File: config.mk
export PLATFORM = sky130hd
export DESIGN_NAME = alu_issue_ctrl
export DESIGN_NICKNAME = d
export VERILOG_FILES = /design/src/rtl/alu_pkg.sv /design/src/rtl/alu_issue_ctrl.sv
export SDC_FILE = /design/constraint.sdc
export NUM_CORES = 1
export LEC_CHECK = 0
export ABC_CLOCK_PERIOD_IN_PS = 1600
export CELL_PAD_IN_SITES_DETAIL_PLACEMENT = 1
export CELL_PAD_IN_SITES_GLOBAL_PLACEMENT = 1
export CORE_ASPECT_RATIO = 0.9
export CORE_UTILIZATION = 30
export DETAILED_ROUTE_END_ITERATION = 8
export PLACE_DENSITY_LB_ADDON = 0.1
export SLEW_MARGIN = 20
export SYNTH_ARGS = -nofsm -noshare
export SYNTH_HDL_FRONTEND = slang
export SYNTH_SLANG_ARGS = --single-unit
File: constraint.sdc
create_clock -name clk -period 1.6 [get_ports clk]
set_clock_uncertainty 0.1 [all_clocks]
set_input_delay 0.16 -clock clk [delete_from_list [all_inputs] [get_ports clk]]
set_output_delay 0.16 -clock clk [all_outputs]
set_load 0.02 [all_outputs]
File: src/rtl/alu_pkg.sv
// Shared definitions for the ALU issue stage: operation codes, FSM state
// encoding and the default datapath width of the downstream ALU.
package alu_pkg;

    localparam int ALU_DATA_W = 8;

    typedef enum logic [2:0] {
        OP_ADD  = 3'b000,
        OP_SUB  = 3'b001,
        OP_AND  = 3'b010,
        OP_OR   = 3'b011,
        OP_XOR  = 3'b100,
        OP_SHL  = 3'b101,
        OP_SHR  = 3'b110,
        OP_PASS = 3'b111
    } alu_op_e;

    typedef enum logic [1:0] {
        IDLE = 2'b00,
        EXEC = 2'b01,
        DONE = 2'b10
    } issue_state_e;

endpackage

File: src/rtl/alu_issue_ctrl.sv
// Issue stage in front of the 8-bit ALU: registers operands onto the ALU,
// captures its result one cycle later and hands it downstream.
module alu_issue_ctrl
    import alu_pkg::*;
#(
    parameter int DATA_W = ALU_DATA_W,
    parameter int CNT_W  = 16
) (
    input  logic              clk,
    input  logic              rst,
    input  logic              cmd_valid,
    output logic              cmd_ready,
    input  logic [2:0]        cmd_op,
    input  logic [DATA_W-1:0] cmd_a,
    input  logic [DATA_W-1:0] cmd_b,
    input  logic              cmd_use_acc,
    output logic [DATA_W-1:0] alu_a,
    output logic [DATA_W-1:0] alu_b,
    output logic [2:0]        alu_sel,
    input  logic [DATA_W-1:0] alu_out,
    input  logic              alu_zero,
    output logic              res_valid,
    input  logic              res_ready,
    output logic [DATA_W-1:0] res_data,
    output logic              res_zero,
    output logic [DATA_W-1:0] acc,
    output logic [CNT_W-1:0]  op_count
);

    issue_state_e      state_r;
    logic [DATA_W-1:0] alu_a_r;
    logic [DATA_W-1:0] alu_b_r;
    logic [2:0]        alu_sel_r;
    logic              res_valid_r;
    logic [DATA_W-1:0] res_data_r;
    logic              res_zero_r;
    logic [DATA_W-1:0] acc_r;
    logic [CNT_W-1:0]  op_count_r;
    logic              cmd_ready_s;
    logic              cmd_fire_s;
    logic              res_fire_s;

    // Ready depends only on state; in DONE a new command can ride on the result handshake.
    always_comb begin
        cmd_ready_s = 1'b0;
        case (state_r)
            IDLE:    cmd_ready_s = 1'b1;
            EXEC:    cmd_ready_s = 1'b0;
            DONE:    cmd_ready_s = res_ready;
            default: cmd_ready_s = 1'b0;
        endcase
    end

    assign cmd_fire_s = cmd_valid & cmd_ready_s;
    assign res_fire_s = res_valid_r & res_ready;

    // Issue FSM together with operand, result, accumulator and counter registers.
    always_ff @(posedge clk) begin
        if (rst) begin
            state_r     <= IDLE;
            alu_a_r     <= {DATA_W{1'b0}};
            alu_b_r     <= {DATA_W{1'b0}};
            alu_sel_r   <= 3'b000;
            res_valid_r <= 1'b0;
            res_data_r  <= {DATA_W{1'b0}};
            res_zero_r  <= 1'b0;
            acc_r       <= {DATA_W{1'b0}};
            op_count_r  <= {CNT_W{1'b0}};
        end else begin
            if (res_fire_s) begin
                op_count_r <= op_count_r + {{(CNT_W-1){1'b0}}, 1'b1};
            end
            // acc_r still holds the previous result here, so chaining in DONE sees it.
            if (cmd_fire_s) begin
                alu_a_r   <= cmd_use_acc ? acc_r : cmd_a;
                alu_b_r   <= cmd_b;
                alu_sel_r <= cmd_op;
            end
            case (state_r)
                IDLE: begin
                    if (cmd_fire_s) begin
                        state_r <= EXEC;
                    end else begin
                        state_r <= IDLE;
                    end
                end
                EXEC: begin
                    res_data_r  <= alu_out;
                    res_zero_r  <= alu_zero;
                    acc_r       <= alu_out;
                    res_valid_r <= 1'b1;
                    state_r     <= DONE;
                end
                DONE: begin
                    if (res_ready) begin
                        res_valid_r <= 1'b0;
                        state_r     <= cmd_valid ? EXEC : IDLE;
                    end else begin
                        state_r <= DONE;
                    end
                end
                default: begin
                    res_valid_r <= 1'b0;
                    state_r     <= IDLE;
                end
            endcase
        end
    end

    assign cmd_ready = cmd_ready_s;
    assign alu_a     = alu_a_r;
    assign alu_b     = alu_b_r;
    assign alu_sel   = alu_sel_r;
    assign res_valid = res_valid_r;
    assign res_data  = res_data_r;
    assign res_zero  = res_zero_r;
    assign acc       = acc_r;
    assign op_count  = op_count_r;

endmodule

==> flow_metrics.py <==
metrics = {
    "pwr": {
        "internal_power_mw": 1.764,
        "p_switching_mw": 0.6427,
        "power_density_nw_per_um2": 760.4,
        "sequentialPowerShare": 0.521,
        "sw_frac_of_total": 0.2670,
        "total_power_mw": 2.407,
        "leakagePower_nw": 1.452,
        "clkPwrFrac": 0.290,
        "share_comb_of_total_power": 0.189,
        "vdd.ir_drop.worst_v": 0.0003610,
    },
    "cts": {
        "postCtsSetupBuffers": 0,
        "clock_tree.buffer_depth": 2,
        "clkTransAtPathRegs_ps": 90,
        "tritoncts": "built",
        "clock_tree.htree_level_count": 2,
        "numClockSinks": 47,
        "ctsRootBufferMaster": "sky130_fd_sc_hd__clkbuf_8",
        "insertion_delay_of_the_later_clocked_pin_in_the_worst_skew_pair_ps": 290,
        "cts_buffers": 5,
        "hold_buffers": 0,
    },
    "timing": {
        "setup_repair_after_global_routing_missed_its_margin": "true",
        "setup_violations": 0,
        "maxSlewViolCount": 0,
        "min_period_over_period": 0.9751,
        "slew-limit-headroom": 0.7670,
        "timing.final.crit_period_ps": 1560,
        "max_freq_ghz": 0.6409,
        "tightestPinTransition_ps": 348.7,
        "final-hold-violation-count": 0,
    },
    "synth": {
        "postSynthRegisterBits": 47,
        "synth_common_cells": "sky130_fd_sc_hd__dfxtp_1, sky130_fd_sc_hd__nand2_1, sky130_fd_sc_hd__nor2_1",
        "asyncSetResetFlopFracSynth": 0,
        "mappedNetlistArea_um2": 2007,
        "mean_instance_size_in_the_synthesized_netlist_um2": 8.841,
        "synth.top_cells.by_area": "sky130_fd_sc_hd__dfxtp_1, sky130_fd_sc_hd__nand2_1, sky130_fd_sc_hd__a21oi_1, sky130_fd_sc_hd__nor2_1, sky130_fd_sc_hd__mux2i_1",
        "postSynthCellCount": 227,
        "post_synth_num_cell_types": 33,
        "area_share_of_the_largest_cell_type_after_synthesis": 0.4688,
        "synth_top_area_cell": "sky130_fd_sc_hd__dfxtp_1",
        "synthFlopType": "sky130_fd_sc_hd__dfxtp_1",
        "synth_edf_count": 0,
        "sequential_fraction_of_the_synthesis_area": 0.4688,
        "syn-num-nets": 261,
        "yosysWarnings": 0,
    },
    "finish": {
        "multi_input_area_um2": 937.1,
        "antenna-diode-count": 0,
        "final_cell_count_no_fill": 413,
        "syn_to_final_growth_pct": 57.73,
        "drive_above_1_share": 0.1442,
        "fillCellCount": 771,
        "regArea_um2": 940.9,
        "nNetsFinal": 359,
    },
    "worst_setup_path": {
        "critical_path_arrival_ps": 1300,
        "path_max_fanout": 4,
        "cpMaxStageDelayCell": "sky130_fd_sc_hd__clkdlybuf4s50_1",
        "cp_num_buf_inv": 1,
        "setup.worst_path.end_class": "output port",
        "path_class": "register to output port",
        "timing.critical_path.from": "acc[5]$_SDFFE_PP0P_",
        "crit_path_cell_trace": "clkdlybuf4s50_1",
        "crit_path_max_incr_delay_ps": 620,
        "cp_top_family": "buffers and inverters",
        "timing.critical_path.from_type": "register",
        "cp.required_ps": 1340,
        "critical_register_to_register_path_startpoint": "op_count[3]$_SDFFE_PP0P_",
    },
    "detailed_routing": {
        "wl_met2_um": 2780,
        "dr.first_iter.drc_count": 40,
        "totalWireLength_um": 5746,
        "drc": 0,
        "maxUsedRoutingLayer": "met4",
        "dr_wl_met3_um": 354,
        "routed_metal_1_wirelength_um": 2559,
        "num_vias": 1891,
        "drt-vias-per-instance": 4.579,
        "avgRoutedWirePerCell_um": 13.91,
        "ant_nets": 0,
        "firstDrtPassIters": 4,
    },
    "floorplanning": {
        "initial_core_utilization": 0.3194,
        "floorplan.io_pins": 87,
        "height_of_the_chip_um": 79.60,
        "chipWidth_um": 88.22,
        "fp.dieArea_um2": 7021,
        "core_area_um2": 6284,
        "core.rowCount": 27,
    },
    "placed_design": {
        "gp_routability_congestion": 0.8122,
        "dp.final_hpwl_um": 4441,
        "count_of_input_and_output_buffers": 86,
        "dpl.cell_count": 405,
    },
    "grt": {
        "grt_overflow": 0,
        "first_global_vias": 1979,
        "grt_first_pass_wirelength_um": 9252,
        "groute.usage.overall": 0.1720,
        "grt_start_max_net_pins": 31,
        "grt_antenna_before_repair": 0,
    },
    "min_path": {
        "worst_hold_startpoint": "rst",
        "holdCritPathClass": "input pin to register",
    },
    "run_status": {
        "status": "complete, no violations",
    },
    "job": {
        "max_cap_viol_count": 0,
    },
}
[final cells by class]
cell class                 count  area share
inverter                       4    0.004743
clock buffer                   7     0.02411
multi-input combinational    157      0.2960
timing repair buffer         110      0.3419
tap                           87     0.03439
sequential                    47      0.2972
clock inverter                 1    0.001581
[state kept, by name (all words and copies together) (netlist names)]
signal,count
acc,8
alu_a,8
alu_b,8
alu_sel,3
op_count,16
res_valid,1
res_zero,1
state_r,2
[kinds of logic after synthesis]
logic type,count (synthesis),synth area share
adder cells (fa/ha/maj),1,0.006233
flip-flops,47,0.4688
multiplexers,10,0.05112
XOR/XNOR,13,0.05673
buffers and inverters,23,0.06671
AO/OA/AOI/OAI,34,0.1054
AND/OR/NAND/NOR,99,0.2450
[metrics by stage]
stage	area, um2	hold slack [ps]	setup WS (ps)	setup TNS [ps]	utilization
6_report	3166	65.21	39.80	0	0.5038
5_1_grt	3166	66.41	-9.369	-18.15	0.5038
4_1_cts	3131	61.72	3.869	0	0.4982
3_5_place_dp	3070	351.1	-162.1	-1661	0.4887
3_3_place_gp	3070	340.3	-91.85	-853.0	0.4887
2_1_floorplan	2007	196.0	28.90	0	-
[final timing paths]
path | slack [ps] | cells past startpoint | end
max | 40 | 1 | res_data[5]
max reg2reg | 140 | 4 | op_count[15]$_SDFFE_PP0P_
min reg2reg | 360 | 2 | alu_sel[0]$_SDFFE_PP0P_
min | 70 | 2 | op_count[13]$_SDFFE_PP0P_
[what timing repair did]
| item | 4_1_cts | 5_1_grt |
|---|---|---|
| gates resized for setup | 17 | 13 |
| setup endpoints to repair | 17 | 16 |
| gates cloned | 0 | 0 |
| pin swaps | 0 | 0 |
[power by group through the flow]
stage | clock, mW | sequential [mW] | combinational [mW]
3_3_place_gp | 0 | 1.28 | 0.462
4_1_cts | 0.731 | 1.26 | 0.465
3_5_place_dp | 0 | 1.28 | 0.469
5_1_grt | 0.778 | 1.26 | 0.492
2_1_floorplan | 0 | 1.34 | 0.163
6_report | 0.697 | 1.25 | 0.455
[cells in the final DEF, fill, tap and decap left out, types with 5 or more instances in the layout]
cell                              instances
sky130_fd_sc_hd__buf_4                   21
sky130_fd_sc_hd__a211oi_1                 7
sky130_fd_sc_hd__dfxtp_1                 47
sky130_fd_sc_hd__mux2i_1                  8
sky130_fd_sc_hd__dlygate4sd2_1           17
sky130_fd_sc_hd__nor4_2                   6
sky130_fd_sc_hd__xnor2_1                  9
sky130_fd_sc_hd__clkdlybuf4s50_1         56
sky130_fd_sc_hd__a21oi_1                 22
sky130_fd_sc_hd__clkbuf_8                 5
sky130_fd_sc_hd__nor2_1                  27
sky130_fd_sc_hd__dlymetal6s2s_1          12
sky130_fd_sc_hd__nand2_1                 47
[per-layer routing]
| layer | vias to the layer above | GRT usage |
|---|---|---|
| li1 | 951 | - |
| met1 | 889 | 0.2079 |
| met2 | 47 | 0.2946 |
| met3 | 4 | 0.04654 |
| met4 | 0 | 0.05323 |
| met5 | - | 0 |
(Power assumes the default switching activity.)
